$ cat config.mk
export PLATFORM = sky130hd
export DESIGN_NAME = raizing_textmix
export DESIGN_NICKNAME = d
export VERILOG_FILES = /design/src/rtl/raizing_video_pkg.sv /design/src/rtl/raizing_pal555.sv /design/src/rtl/raizing_textmix.sv
export SDC_FILE = /design/constraint.sdc
export NUM_CORES = 1
export LEC_CHECK = 0
export ABC_AREA = 1
export BUFFER_PORTS_ARGS = -buffer_cell sky130_fd_sc_hd__buf_2
export CORE_MARGIN = 3
export CORE_UTILIZATION = 25
export CTS_BUF_LIST = sky130_fd_sc_hd__clkbuf_16
export CTS_CLUSTER_SIZE = 16
export DETAILED_ROUTE_END_ITERATION = 8
export HOLD_SLACK_MARGIN = 0.06
export PLACE_DENSITY = 0.52
export SYNTH_ARGS = -nofsm -noshare
export SYNTH_HDL_FRONTEND = slang
export SYNTH_SLANG_ARGS = --single-unit
export TNS_END_PERCENT = 1
$ cat constraint.sdc
create_clock -name CLK -period 1.1 [get_ports CLK]
set_clock_uncertainty 0.1 [all_clocks]
set_input_delay 0.22 -clock CLK [delete_from_list [all_inputs] [get_ports CLK]]
set_output_delay 0.22 -clock CLK [all_outputs]
set_load 0.05 [all_outputs]
$ cat src/rtl/raizing_video_pkg.sv
// Shared types, constants and helpers for the Raizing video colour path.
package raizing_video_pkg;

  localparam int unsigned PAL_AW = 11;
  localparam int unsigned IDX_W  = 11;
  localparam int unsigned WORD_W = 15;

  localparam logic [IDX_W-1:0] BACKDROP_IDX = '0;

  typedef struct packed {
    logic [7:0] r;
    logic [7:0] g;
    logic [7:0] b;
  } rgb_t;

  // A layer pixel is transparent when its low nibble is zero.
  function automatic logic is_opaque(input logic [IDX_W-1:0] idx);
    return (idx & IDX_W'(4'hF)) != '0;
  endfunction

  // Bit replication so full scale maps to full scale.
  function automatic logic [7:0] exp5to8(input logic [4:0] x);
    return {x, x[4:2]};
  endfunction

endpackage

$ cat src/rtl/raizing_pal555.sv
// Output stage: holds the palette word, expands xBGR555 to RGB888 and forces blanking.
module raizing_pal555
  import raizing_video_pkg::*;
(
  input  logic              clk,
  input  logic              rst_n,
  input  logic              pixel_cen_i,
  input  logic [WORD_W-1:0] pal_data_i,
  input  logic              live_i,
  input  logic              hb_i,
  input  logic              vb_i,
  output rgb_t              rgb_o,
  output logic              hbo_o,
  output logic              vbo_o
);

  logic [WORD_W-1:0] word_q, word_d;
  rgb_t              rgb_q, rgb_d;
  logic              hbo_q, hbo_d;
  logic              vbo_q, vbo_d;

  always_comb begin
    word_d = word_q;
    rgb_d  = rgb_q;
    hbo_d  = hbo_q;
    vbo_d  = vbo_q;
    if (pixel_cen_i) begin
      word_d = pal_data_i;
      if (!live_i) begin
        // Pipeline not yet primed since reset: emit a blanked slot.
        rgb_d = '0;
        hbo_d = 1'b1;
        vbo_d = 1'b1;
      end else begin
        hbo_d = hb_i;
        vbo_d = vb_i;
        if (hb_i || vb_i) begin
          rgb_d = '0;
        end else begin
          rgb_d.r = exp5to8(word_q[4:0]);
          rgb_d.g = exp5to8(word_q[9:5]);
          rgb_d.b = exp5to8(word_q[14:10]);
        end
      end
    end
  end

  always_ff @(posedge clk or negedge rst_n) begin
    if (!rst_n) begin
      word_q <= '0;
      rgb_q  <= '0;
      hbo_q  <= 1'b1;
      vbo_q  <= 1'b1;
    end else begin
      word_q <= word_d;
      rgb_q  <= rgb_d;
      hbo_q  <= hbo_d;
      vbo_q  <= vbo_d;
    end
  end

  assign rgb_o = rgb_q;
  assign hbo_o = hbo_q;
  assign vbo_o = vbo_q;

endmodule

$ cat src/rtl/raizing_textmix.sv
// Raizing final colour stage: text/GP9001 priority, palette addressing, blank delay line.
// Optional macro RAIZING_TEXTMIX_LAYERDIS_EN adds LAYER_EN per-layer enables.
module raizing_textmix
  import raizing_video_pkg::*;
#(
  parameter int unsigned PAL_AW = raizing_video_pkg::PAL_AW,
  parameter int unsigned LAT    = 2
) (
  input  logic              CLK,
  input  logic              RESET_N,
  input  logic              PIXEL_CEN,
  input  logic              HB,
  input  logic              VB,
  input  logic [IDX_W-1:0]  EXTRATEXT_PIXEL,
  input  logic [IDX_W-1:0]  GP9001_PIXEL,
`ifdef RAIZING_TEXTMIX_LAYERDIS_EN
  input  logic [1:0]        LAYER_EN,
`endif
  output logic [PAL_AW-1:0] PALRAM_ADDR,
  input  logic [15:0]       PALRAM_DATA,
  output logic [7:0]        RED,
  output logic [7:0]        GREEN,
  output logic [7:0]        BLUE,
  output logic              HBO,
  output logic              VBO
);

  logic             ext_op, gp_op;
  logic [IDX_W-1:0] sel_idx;

  logic [PAL_AW-1:0] addr_q, addr_d;
  logic [LAT-1:0]    valid_q, valid_d;
  logic [1:0]        blank1_q, blank1_d;
  logic [1:0]        blank2_q, blank2_d;

  rgb_t rgb;
  logic unused_pal_msb;

  // Layer visibility; disabled layers are treated as transparent.
  always_comb begin
`ifdef RAIZING_TEXTMIX_LAYERDIS_EN
    ext_op = is_opaque(EXTRATEXT_PIXEL) && LAYER_EN[1];
    gp_op  = is_opaque(GP9001_PIXEL) && LAYER_EN[0];
`else
    ext_op = is_opaque(EXTRATEXT_PIXEL);
    gp_op  = is_opaque(GP9001_PIXEL);
`endif
  end

  always_comb begin
    sel_idx = BACKDROP_IDX;
    if (ext_op) begin
      sel_idx = EXTRATEXT_PIXEL;
    end else if (gp_op) begin
      sel_idx = GP9001_PIXEL;
    end
  end

  always_comb begin
    addr_d   = addr_q;
    valid_d  = valid_q;
    blank1_d = blank1_q;
    blank2_d = blank2_q;
    if (PIXEL_CEN) begin
      addr_d   = PAL_AW'(sel_idx);
      valid_d  = {valid_q[LAT-2:0], 1'b1};
      blank1_d = {HB, VB};
      blank2_d = blank1_q;
    end
  end

  always_ff @(posedge CLK or negedge RESET_N) begin
    if (!RESET_N) begin
      addr_q   <= '0;
      valid_q  <= '0;
      blank1_q <= '0;
      blank2_q <= '0;
    end else begin
      addr_q   <= addr_d;
      valid_q  <= valid_d;
      blank1_q <= blank1_d;
      blank2_q <= blank2_d;
    end
  end

  // Bit 15 of the palette word carries no colour.
  assign unused_pal_msb = PALRAM_DATA[15];

  raizing_pal555 u_pal555 (
    .clk         (CLK),
    .rst_n       (RESET_N),
    .pixel_cen_i (PIXEL_CEN),
    .pal_data_i  (PALRAM_DATA[WORD_W-1:0]),
    .live_i      (valid_q[LAT-1]),
    .hb_i        (blank2_q[1]),
    .vb_i        (blank2_q[0]),
    .rgb_o       (rgb),
    .hbo_o       (HBO),
    .vbo_o       (VBO)
  );

  assign PALRAM_ADDR = addr_q;
  assign RED         = rgb.r;
  assign GREEN       = rgb.g;
  assign BLUE        = rgb.b;

endmodule
== Word-level counts from Yosys, hierarchy flattened ==
Cells that the tools add are included.

* Memories kept: 0
* Output and inout port bits: 37
* Memory bits (read-only): 0
* Memory bits (writable): 0
* Latch bits: 0
* Input bits: 43
* Register bits: 58

* Bitwise operators: 0
* Order comparisons: 0
* Divide/modulo/power cells: 0
* Eq/ne operators: 0
* Reduce and logical (&&, ||, !) cells: 3
* Shift operators: 0
* Add/sub/neg operators: 0
* Mux-type cells: 6
* $mul: 0

{| class="wikitable"
|+ Operators by type and width
! cell !! number
|-
| 24-bit two-way mux || 2
|-
| 11-bit two-way mux || 2
|-
| 11-bit nonzero test || 2
|-
| 1-bit two-way mux || 2
|-
| 1-bit logical OR || 1
|}

== Longest topological paths before layout ==
* Depth in word-level cells: 3
* Mapped depth: 7
* Gate-level depth less buffers: 6

== By module ==
A second synthesis with hierarchy kept.

* Cell total of the unflattened synthesis: 257
* Area, all modules: 2215.9 µm²

{| class="wikitable"
|+ Modules (own cells, without submodules)
! module !! seq. area each (µm²) !! instances !! cells each !! area an instance (µm²)
|-
| raizing_pal555 || 803.3 || 1 || 148 || 1405.1
|-
| raizing_textmix || 425.4 || 1 || 109 || 810.8
|}

== Worst setup path after synthesis ==
No wires, ideal clock.

* Path type: reg2out
* Start: register u_pal555.rgb_q, in the netlist u_pal555.rgb_o[5]
* End: output BLUE[5]
* Stages on the path, launching flop included: 2
* Path buffers: 1
* Arrival: 0.904 ns
* Setup slack: -0.124 ns
* Required time: 0.780 ns
* Path through: dfrtp_1 -> buf_4

{| class="wikitable"
|+ RTL lines
! item !! RTL line !! source
|-
| start, declared || raizing_pal555.sv:18 || <nowiki>rgb_t rgb_q, rgb_d;</nowiki>
|-
| start signal, assigned || raizing_pal555.sv:56 || <nowiki>rgb_q <= rgb_d;</nowiki>
|-
| end, declared || raizing_textmix.sv:23 || <nowiki>output logic [7:0] BLUE,</nowiki>
|}

No word-level cell between the ends.

== Final worst setup path ==
* Start: register u_pal555.vbo_q, in the netlist u_pal555.vbo_o
* End: output VBO

{| class="wikitable"
|+ RTL lines
! item !! RTL line !! source
|-
| start, declared || raizing_pal555.sv:20 || <nowiki>logic vbo_q, vbo_d;</nowiki>
|-
| start signal, assigned || raizing_pal555.sv:58 || <nowiki>vbo_q <= vbo_d;</nowiki>
|-
| end, declared || raizing_textmix.sv:25 || <nowiki>output logic VBO</nowiki>
|}

No word-level cell between the ends.

==> results.ini <==
[synth]
synth_mux_area_share_pct=0
synth_fa_ha_area_share_pct=0
synth_seq_cells=49
synth_top_family_by_area=simple AND/OR/NAND/NOR gates
synth_area_leaders=dfrtp_1 56%, nand2_1 12%, nor2_1 7.0%
yosys_warnings=0
synthSimpleGateAreaFrac_pct=21.5
yosysUniqueCellTypes=16
synth-xor-area-share_pct=0
synth_compound_area_share_pct=10.7
synthCells=238
yosys.area.top_type_share_pct=56.0
yosys.area.top_type=dfrtp_1
syn_avg_cell_area_um2=8.83
ys_seq_area_share_pct=58.5
synthesis.area_um2=2100
syn_nets=281

[pwr]
powerDensity_nw_per_um2=1540
leakagePower_nw=1.61
ir_drop_v=0.000612

[worst_hold_path]
hp-class=primary input to flop
hold_path_depth=3
hp-start=PALRAM_DATA[9]
hold_path_end=u_pal555.word_q[9]$_DFFE_PN0P_

[critical_path]
r2r_start=blank2_q[1]$_DFFE_PN0P_
worst-path-max-fanout=2
start_kind=flop
cp_top_family=flip-flops
required_ns=0.78
cp_slowest_cell=dfstp_2
r2r_end=u_pal555.rgb_o[21]$_DFFE_PN0P_
r2r_slack_ns=0.03
path_cells=buf_8
slowest_delay_ns=0.55
end_kind=output pin
crit_type=flop to output pin
arrival_ns=0.98
crit_buf_inv=1
r2r_cells=4

[detailed_routing]
viasPerCell=4.11
drt_wl_total_um=5060
first_pass_iters=4
drtIter0Drc=55
drc=0
drt-wirelength-per-cell_um=11.6
num_vias=1800
ant_nets=0

[placed_design]
preCtsSetupSlack_ns=-0.210
dpl-instance-area_um2=2630
dp_hpwl_um=3700
portBuffers=78
gp_congestion=0.730

[cts]
clkSinkCount=49
cts_root_buffer=clkbuf_16
cts_buffers=5
cts_tree=built
clkTransAtPathRegs_ns=0.07
clk_latency_ns=0.29
cts_buffer_depth=2
cts-htree-levels=2

[grt]
grt_max_degree=24
antenna_found_initial=0
grt_pass1_wl_um=8740
grt_pass1_vias=1883
grt_overflow=0
grt.total_usage_pct=11.2

[finish]
syn2layout_area_growth_pct=52.8
final_area_um2=3210
mostFrequentLayoutCells=65 x nand2_1, 46 x dfrtp_1, 41 x buf_2
final_nets=378
diodes=0
multi_input_area_um2=701
regArea_um2=1230
layout-drive-gt1-share_pct=37.5
final_common_cell=nand2_1
nFillCells=806

[die]
fp.dieW_um=97.7
io_pins=80
die_h_um=97.7
core_area_um2=7930
start_util_pct=26.5
fp-row-count=32
die_area_um2=9540

[sta]
finalSetupViolations=37
rsz0062_at_grt=true
worstMarginPinSlew_ns=0.335
fin_crit_sh_pct=118
drv_slew=0
fin_ws_ns=-0.201
max_slew_margin_pct=77.6
layout_min_cycle_time_ns=1.30
fin_setup_tns_ns=-3.06
max_freq_mhz=769
hold_viol_final=0

[job]
drv_cap=0

[outcome]
failed_checks=setup timing
status=complete, but fails checks

## kinds of logic (layout without fill, tap and decap cells)
| group | count (synthesis) | after routing |
|---|---|---|
| AND/OR/NAND/NOR | 115 | 115 |
| flip-flops | 49 | 49 |
| AO/OA/AOI/OAI | 37 | 37 |
| buffers and inverters | 37 | 135 |
## where the power goes
group / total [mW] / internal [mW] / switching, mW
sequential: 2.09 / 1.97 / 0.110
clock: 1.56 / 0.859 / 0.699
combinational: 1.30 / 0.499 / 0.805
## synthesized netlist by cell type, drive strengths merged
master,instances
nand3,4
inv,18
a31oi,1
nor2,44
o21ai,32
dfstp,2
dfrtp,47
nand2,67
clkbuf,2
a21oi,4
buf,17
## metrics by stage
| stage | std cells | hold slack, ns | utilization, % | total power [mW] |
|---|---|---|---|---|
| 2_1_floorplan | 238 | -0.176 | - | 2.85 |
| 3_3_place_gp | 414 | 0.0450 | 33.2 | 3.17 |
| 3_5_place_dp | 414 | 0.0383 | 33.2 | 3.18 |
| 4_1_cts | 438 | 0.0633 | 40.2 | 5.02 |
| 5_1_grt | 438 | 0.0677 | 40.5 | 5.20 |
| 6_report | 438 | 0.0628 | 40.5 | 4.95 |
## state kept, by name, indices dropped and copies added (netlist names)
register and count:
u_pal555.rgb_o 15, u_pal555.word_q 15, PALRAM_ADDR 11, blank1_q 2, blank2_q 2, valid_q 2
u_pal555.hbo_o 1, u_pal555.vbo_o 1
## worst min-delay path: stages
cell	delay (ns)
buf_2	0.08
nand2_1	0.04
o21ai_0	0.07
## worst max-delay path by stage
stage	start	to	slack [ns]	depth (start not counted)
CTS	u_pal555.vbo_o$_DFFE_PN1P_	VBO	-0.21	1
finish	u_pal555.vbo_o$_DFFE_PN1P_	VBO	-0.20	1
floorplan	u_pal555.rgb_o[6]$_DFFE_PN0P_	BLUE[6]	-0.12	1
global route	u_pal555.hbo_o$_DFFE_PN1P_	HBO	-0.23	1
detailed placement	EXTRATEXT_PIXEL[1]	PALRAM_ADDR[5]$_DFFE_PN0P_	-0.21	7
global placement	EXTRATEXT_PIXEL[1]	PALRAM_ADDR[9]$_DFFE_PN0P_	-0.17	7
## cell type report
cell class	count	area share [%]
flip-flops and latches	49	38.3
repair buffers	109	29.1
multi-input cells	152	21.8
well taps	102	3.98
clock buffers	5	3.90
inverters	18	2.10
clock inverters	3	0.779
## timing repair
item | CTS | global route
hold endpoints to repair | 64 | 0
gates resized for setup | 81 | 9
hold buffers | 16 | 0
gates cloned | 0 | 0
setup buffers | 0 | 0
endpoints found under the setup margin | 50 | 58
pin swaps | 0 | 0
## metal layers
metal	up-vias	track usage (%)	wire length (um)
met3	4	3.73	237
met2	42	18.6	2490
met4	0	2.88	44
li1	924	-	-
met1	830	14.0	2280
met5	-	0	0
Power figures use the tool's default switching activity.
